--- src/rtl/jogo_pkg.sv ---
// jogo_pkg: shared state encodings and default display timings for the memory game
package jogo_pkg;
  typedef enum logic [3:0] {
    IDLE     = 4'h0,
    ENDERECA = 4'h1,
    ACENDE   = 4'h2,
    APAGA    = 4'h3,
    PISCA    = 4'h4,
    FIM      = 4'hF
  } estado_t;
  localparam int ON_CYCLES_PADRAO  = 500;
  localparam int OFF_CYCLES_PADRAO = 250;
endpackage

--- src/rtl/exibe_sequencia_contador_tempo.sv ---
// contador_tempo: loadable up-counter with clear and terminal-count flag at LIMITE
module contador_tempo #(
  parameter int W      = 4,
  parameter int LIMITE = 3
) (
  input  logic         clk,
  input  logic         rst,
  input  logic         clr,
  input  logic         load,
  input  logic [W-1:0] valor,
  output logic [W-1:0] contagem,
  output logic         fim
);
  // clear wins over load, load wins over counting
  always_ff @(posedge clk)
    if (rst || clr) contagem <= '0;
    else contagem <= load ? valor : contagem + 1'b1;
  assign fim = contagem == W'(LIMITE);
endmodule

--- src/rtl/exibe_sequencia.sv ---
// exibe_sequencia: shows stored plays 0..rodada on the LEDs; EXIBE_PISCA_FIM_EN adds an all-on flash before pronto
module exibe_sequencia
  import jogo_pkg::*;
#(
  parameter int ON_CYCLES  = ON_CYCLES_PADRAO,
  parameter int OFF_CYCLES = OFF_CYCLES_PADRAO,
  parameter int ADDR_W     = 4,
  parameter int DATA_W     = 4
) (
  input  logic              clock,
  input  logic              reset,
  input  logic              iniciar,
  input  logic [ADDR_W-1:0] rodada,
  input  logic [DATA_W-1:0] mem_dado,
  output logic [ADDR_W-1:0] mem_endereco,
  output logic [DATA_W-1:0] leds,
  output logic              ocupado,
  output logic              pronto,
  output logic [3:0]        db_estado
);
  localparam int MAX_C  = ON_CYCLES > OFF_CYCLES ? ON_CYCLES : OFF_CYCLES;
  localparam int TW     = $clog2(MAX_C + 1);
  localparam int LIMITE = MAX_C - 1;
  // the single counter always terminates at LIMITE, so each phase preloads its offset
  localparam logic [TW-1:0] CARGA_ON  = TW'(LIMITE - ON_CYCLES + 1);
  localparam logic [TW-1:0] CARGA_OFF = TW'(LIMITE - OFF_CYCLES + 1);
  estado_t           estado;
  logic [ADDR_W-1:0] rodada_reg;
  logic [TW-1:0]     contagem;
  logic              tc, carga, ultimo;
  assign ultimo    = mem_endereco == rodada_reg;
  assign ocupado   = estado != IDLE;
  assign db_estado = estado;
`ifdef EXIBE_PISCA_FIM_EN
  assign carga = estado == ENDERECA || (estado == ACENDE && tc) || (estado == APAGA && tc && ultimo);
`else
  assign carga = estado == ENDERECA || (estado == ACENDE && tc);
`endif
  contador_tempo #(.W(TW), .LIMITE(LIMITE)) u_tempo (
    .clk(clock),
    .rst(reset),
    .clr(estado == IDLE),
    .load(carga),
    .valor(estado == ACENDE ? CARGA_OFF : CARGA_ON),
    .contagem(contagem),
    .fim(tc)
  );
  // sequencing FSM with registered address, LEDs and end pulse
  always_ff @(posedge clock)
    if (reset) begin
      estado       <= IDLE;
      rodada_reg   <= '0;
      mem_endereco <= '0;
      leds         <= '0;
      pronto       <= 1'b0;
    end else begin
      pronto <= 1'b0;
      case (estado)
        IDLE: if (iniciar) begin
          estado       <= ENDERECA;
          rodada_reg   <= rodada;
          mem_endereco <= '0;
          leds         <= '0;
        end
        ENDERECA: begin
          estado <= ACENDE;
          leds   <= mem_dado;
        end
        ACENDE: if (tc) begin
          estado <= APAGA;
          leds   <= '0;
        end
        APAGA: if (tc) begin
          if (ultimo) begin
`ifdef EXIBE_PISCA_FIM_EN
            estado <= PISCA;
            leds   <= '1;
`else
            estado <= FIM;
            pronto <= 1'b1;
`endif
          end else begin
            estado       <= ENDERECA;
            mem_endereco <= mem_endereco + 1'b1;
          end
        end
`ifdef EXIBE_PISCA_FIM_EN
        PISCA: if (tc) begin
          estado <= FIM;
          leds   <= '0;
          pronto <= 1'b1;
        end
`endif
        FIM: estado <= IDLE;
        default: estado <= IDLE;
      endcase
    end
  logic unused_contagem;
  assign unused_contagem = ^contagem;
endmodule

--- config.mk ---
export PLATFORM = sky130hd
export DESIGN_NAME = exibe_sequencia
export DESIGN_NICKNAME = d
export VERILOG_FILES = /design/src/rtl/jogo_pkg.sv /design/src/rtl/exibe_sequencia_contador_tempo.sv /design/src/rtl/exibe_sequencia.sv
export SDC_FILE = /design/constraint.sdc
export NUM_CORES = 1
export LEC_CHECK = 0
export CORE_ASPECT_RATIO = 1.5
export CORE_MARGIN = 4
export CORE_UTILIZATION = 56
export CTS_BUF_LIST = sky130_fd_sc_hd__clkbuf_4
export CTS_CLUSTER_SIZE = 30
export DETAILED_ROUTE_END_ITERATION = 8
export PLACE_DENSITY_LB_ADDON = 0.25
export SLEW_MARGIN = 10
export SYNTH_ARGS = -nofsm -noshare
export SYNTH_HDL_FRONTEND = slang
export SYNTH_SLANG_ARGS = --single-unit
--- constraint.sdc ---
create_clock -name clock -period 4.69 [get_ports clock]
set_clock_uncertainty 0.2 [all_clocks]
set_input_delay 0.938 -clock clock [delete_from_list [all_inputs] [get_ports clock]]
set_output_delay 0.938 -clock clock [all_outputs]
set_load 0.01 [all_outputs]
==> results.txt <==
----------------------------------------------------
[Run status]
  Outcome ... finished clean

[Die]
  Row Count ... 20
  Die Outline Area ... 0.002933 mm2
  Top-level I/O count ... 25
  Initial core utilization ... 58.52%
  DIE HEIGHT ... 64.37 um
  Core outline area ... 0.002027 mm2
  Horizontal die dimension ... 45.58 um

[Route]
  Pre-Repair DR Iteration Count ... 4
  Via count normalized by instance count ... 5.789
  Starting DRC count in detailed routing ... 16
  Number of remaining DRC errors ... 0
  Antenna viol nets, final ... 0
  Detailed-route wire length per cell ... 14.36 um
  Total via count after detailed routing ... 990
  Final WL ... 2.455 mm

[Synthesis]
  Net count after synthesis ... 140
  Yosys top cell area share ... 42.19%
  Mean Syn Cell Area ... 9.340 um2
  Warning count from the yosys run ... 0
  Seq/Total Area, Yosys ... 42.19%
  Area of the mapped netlist ... 0.001186 mm2
  Ranking of synthesized cells by area ... dfxtp_1 (42%), xor2_1 (4.4%), a21oi_1 (4.2%)
  Synth area leader ... dfxtp_1
  Register bit total from synthesis ... 25
  Cell count after synthesis ... 127
  Number of library cell types mapped by synthesis ... 38

[Critical path]
  Register-to-Register Path Depth ... 5
  Worst reg2reg endpoint ... u_tempo.contagem[1]$_SDFF_PP0_
  CP Launch Type ... flip-flop
  Required arrival time at the worst endpoint ... 3.55 ns
  Slowest-stage cell, CP ... dfxtp_1
  Cells along the critical path ... inv_1, nand2_1, clkdlybuf4s50_1
  Delay of the slowest critical-path stage ... 0.57 ns
  Register-to-register setup slack ... 2.77 ns
  Data arrival time at the worst-slack endpoint ... 1.66 ns
  Reg-to-Reg Start ... u_tempo.contagem[0]$_SDFF_PP0_
  Setup CP Type ... reg -> out
  Biggest fanout along the worst timing path ... 12
  Endpoint type of the worst setup path ... output port

[Final layout]
  Post-route insts no fill ... 171
  Core Util, Final ... 70.93%
  Layout cell share with drive strength beyond 1 ... 7.383%
  Reg area ... 500.5 um2
  Largest register FFs ... 9
  Top library cells by usage in the layout, fill and taps aside ... dfxtp_1 (25), clkdlybuf4s50_1 (24), nor2_1 (13), nand2_1 (13), a21oi_1 (10)
  Area delta synth->final ... 21.20%
  Register bank with the most flops ... u_tempo.contagem
  Multi-input gate area in the final layout ... 630.6 um2
  Commonest non-fill, non-tap cell in the layout ... dfxtp_1
  Number of nets in the layout ... 163
  Antenna diode count ... 0
  Filler cells ... 145

[Clocking]
  Post-CTS Resized ... 0
  Number of setup buffers added after CTS ... 0
  Clock-pin transition on the worst setup and hold timing paths ... 0.13 ns
  Root buffer cell ... clkbuf_4
  TritonCTS Buffers ... 3
  Sink count of the clock tree ... 25
  Level count of the clock H-tree ... 1
  Hold Buf Count CTS ... 0
  TritonCTS clock tree ... yes
  Buffer depth of the longest clock path ... 2
  Skew-Pair Late Insertion Delay ... 0.33 ns

[Place]
  HPWL after detailed placement ... 1.923 mm
  Placement-stage worst setup slack ... 1.884 ns
  GP Congestion ... 0.7860
  Number of placed cells counting well taps ... 167
  Count of buffers inserted at the top-level ports ... 24

[Timing]
  Clock period minus final worst setup slack ... 2.801 ns
  Final Hold Fails ... 0
  Setup repair after global routing missed its margin ... false
  Slew HR ... 51.83%
  Final worst-path cycle share ... 59.73%
  Slew Limit Fails ... 0
  TNS Setup ... 0 ns
  Worst Setup Slack, final ... 1.889 ns
  Setup-failing EPs final ... 0
  Actual slew at the worst max-slew pin ... 0.7150 ns
  Max Clock Freq ... 357.0 MHz

[Power and ir drop]
  Power per cell area ... 261.2 mW/mm2
  Leakage dissipation ... 0.0005319 uW
  Worst ir drop on vdd ... 0.0001693 V

[Global routing]
  Largest net degree at the start of global routing ... 15
  Vias in the first global route ... 988
  Global-route usage over all layers ... 18.27%
  Wire length of the first global-routing pass ... 4.036 mm
  Overflow left after global routing ... 0
  Number of antenna violations at the first check in global routing ... 0

[Min path]
  Worst hold path cell count ... 1
  Worst hold path endpoint ... u_tempo.contagem[0]$_SDFF_PP0_
  Type of the worst min-delay path ... reg -> reg
  Hold Startpoint ... u_tempo.contagem[0]$_SDFF_PP0_

[Run]
  Number of max-cap violations ... 0

----------------------------------------------------
[power breakdown]
part	internal (uW)	switching, uW	total (uW)
Clock	32.1	64.5	96.6
Sequential	218	6.93	225
Combinational	28.3	25.3	53.6
[synthesized netlist by cell type, drive strengths merged]
| cell | number |
|---|---|
| dfxtp | 25 |
| nand2 | 13 |
| nor2 | 13 |
| a21oi | 10 |
| xor2 | 6 |
| and3 | 5 |
| a22o | 4 |
| buf | 4 |
| o21ai | 4 |
| xnor2 | 4 |
| inv | 3 |
| nand3 | 3 |
| nor3 | 3 |
| or3 | 3 |
| a211oi | 2 |
| a21o | 2 |
| clkbuf | 2 |
| ha | 2 |
| mux2i | 2 |
| nand4b | 2 |
| nor4 | 2 |
| o41ai | 2 |
| a31oi | 1 |
| a32o | 1 |
| nand3b | 1 |
| nand4 | 1 |
| nand4bb | 1 |
| nor4b | 1 |
| o2bb2ai | 1 |
| o311a | 1 |
| o31ai | 1 |
| or2 | 1 |
| or4b | 1 |
[worst max-delay path by stage]
stage                     cells past startpoint                 startpoint                           end
after floorplan                               5                    iniciar  mem_endereco[1]$_SDFFE_PP0P_
after global placement                        5                    iniciar  mem_endereco[1]$_SDFFE_PP0P_
after detailed placement                      4                      reset  mem_endereco[2]$_SDFFE_PP0P_
after CTS                                     3  db_estado[2]$_SDFFE_PP0P_                       ocupado
after global routing                          3  db_estado[2]$_SDFFE_PP0P_                       ocupado
final                                         3  db_estado[2]$_SDFFE_PP0P_                       ocupado
[critical path: cells and delay by family, from the launching register on]
family / cells / cell delay [ns]
buf+inv: 2 / 0.68
flops: 1 / 0.57
simple gates: 1 / 0.09
[cells by family after synthesis]
family / count (synthesis) / share of synthesized area (%)
AND/OR/NAND/NOR: 50 / 24.58
AO/OA/AOI/OAI: 29 / 17.41
flip-flops: 25 / 42.19
XOR/XNOR: 10 / 7.384
buffers and inverters: 9 / 4.640
multiplexers: 2 / 1.688
adder cells (fa/ha/maj): 2 / 2.109
[per-stage QoR]
stage          instance area, um2  hold slack [ns]  total power [uW]
3_5_place_dp                 1410           0.2469             283.8
3_3_place_gp                 1410           0.2295             282.4
5_1_grt                      1438           0.2805             390.8
4_1_cts                      1438           0.2653             379.3
2_1_floorplan                1186           0.2123             262.9
6_report                     1438           0.2581             375.5
[per-layer routing]
| metal | part of all wire [%] | GRT usage, % | up-vias |
|---|---|---|---|
| li1 | - | - | 500 |
| met1 | 38 | 18.51 | 471 |
| met2 | 57 | 33.74 | 14 |
| met3 | 2.4 | 1.690 | 5 |
| met4 | 2.6 | 9.890 | 0 |
| met5 | 0 | 0 | - |
[layout make-up]
class,instances,share of cell area (%)
clock buffers,3,1.567
inverters,3,0.7833
multi-input cells,93,43.86
well taps,22,1.915
clock inverters,1,0.3481
repair buffers,24,16.71
flip-flops and latches,25,34.81
No activity file was read; power rests on OpenSTA's default activity.
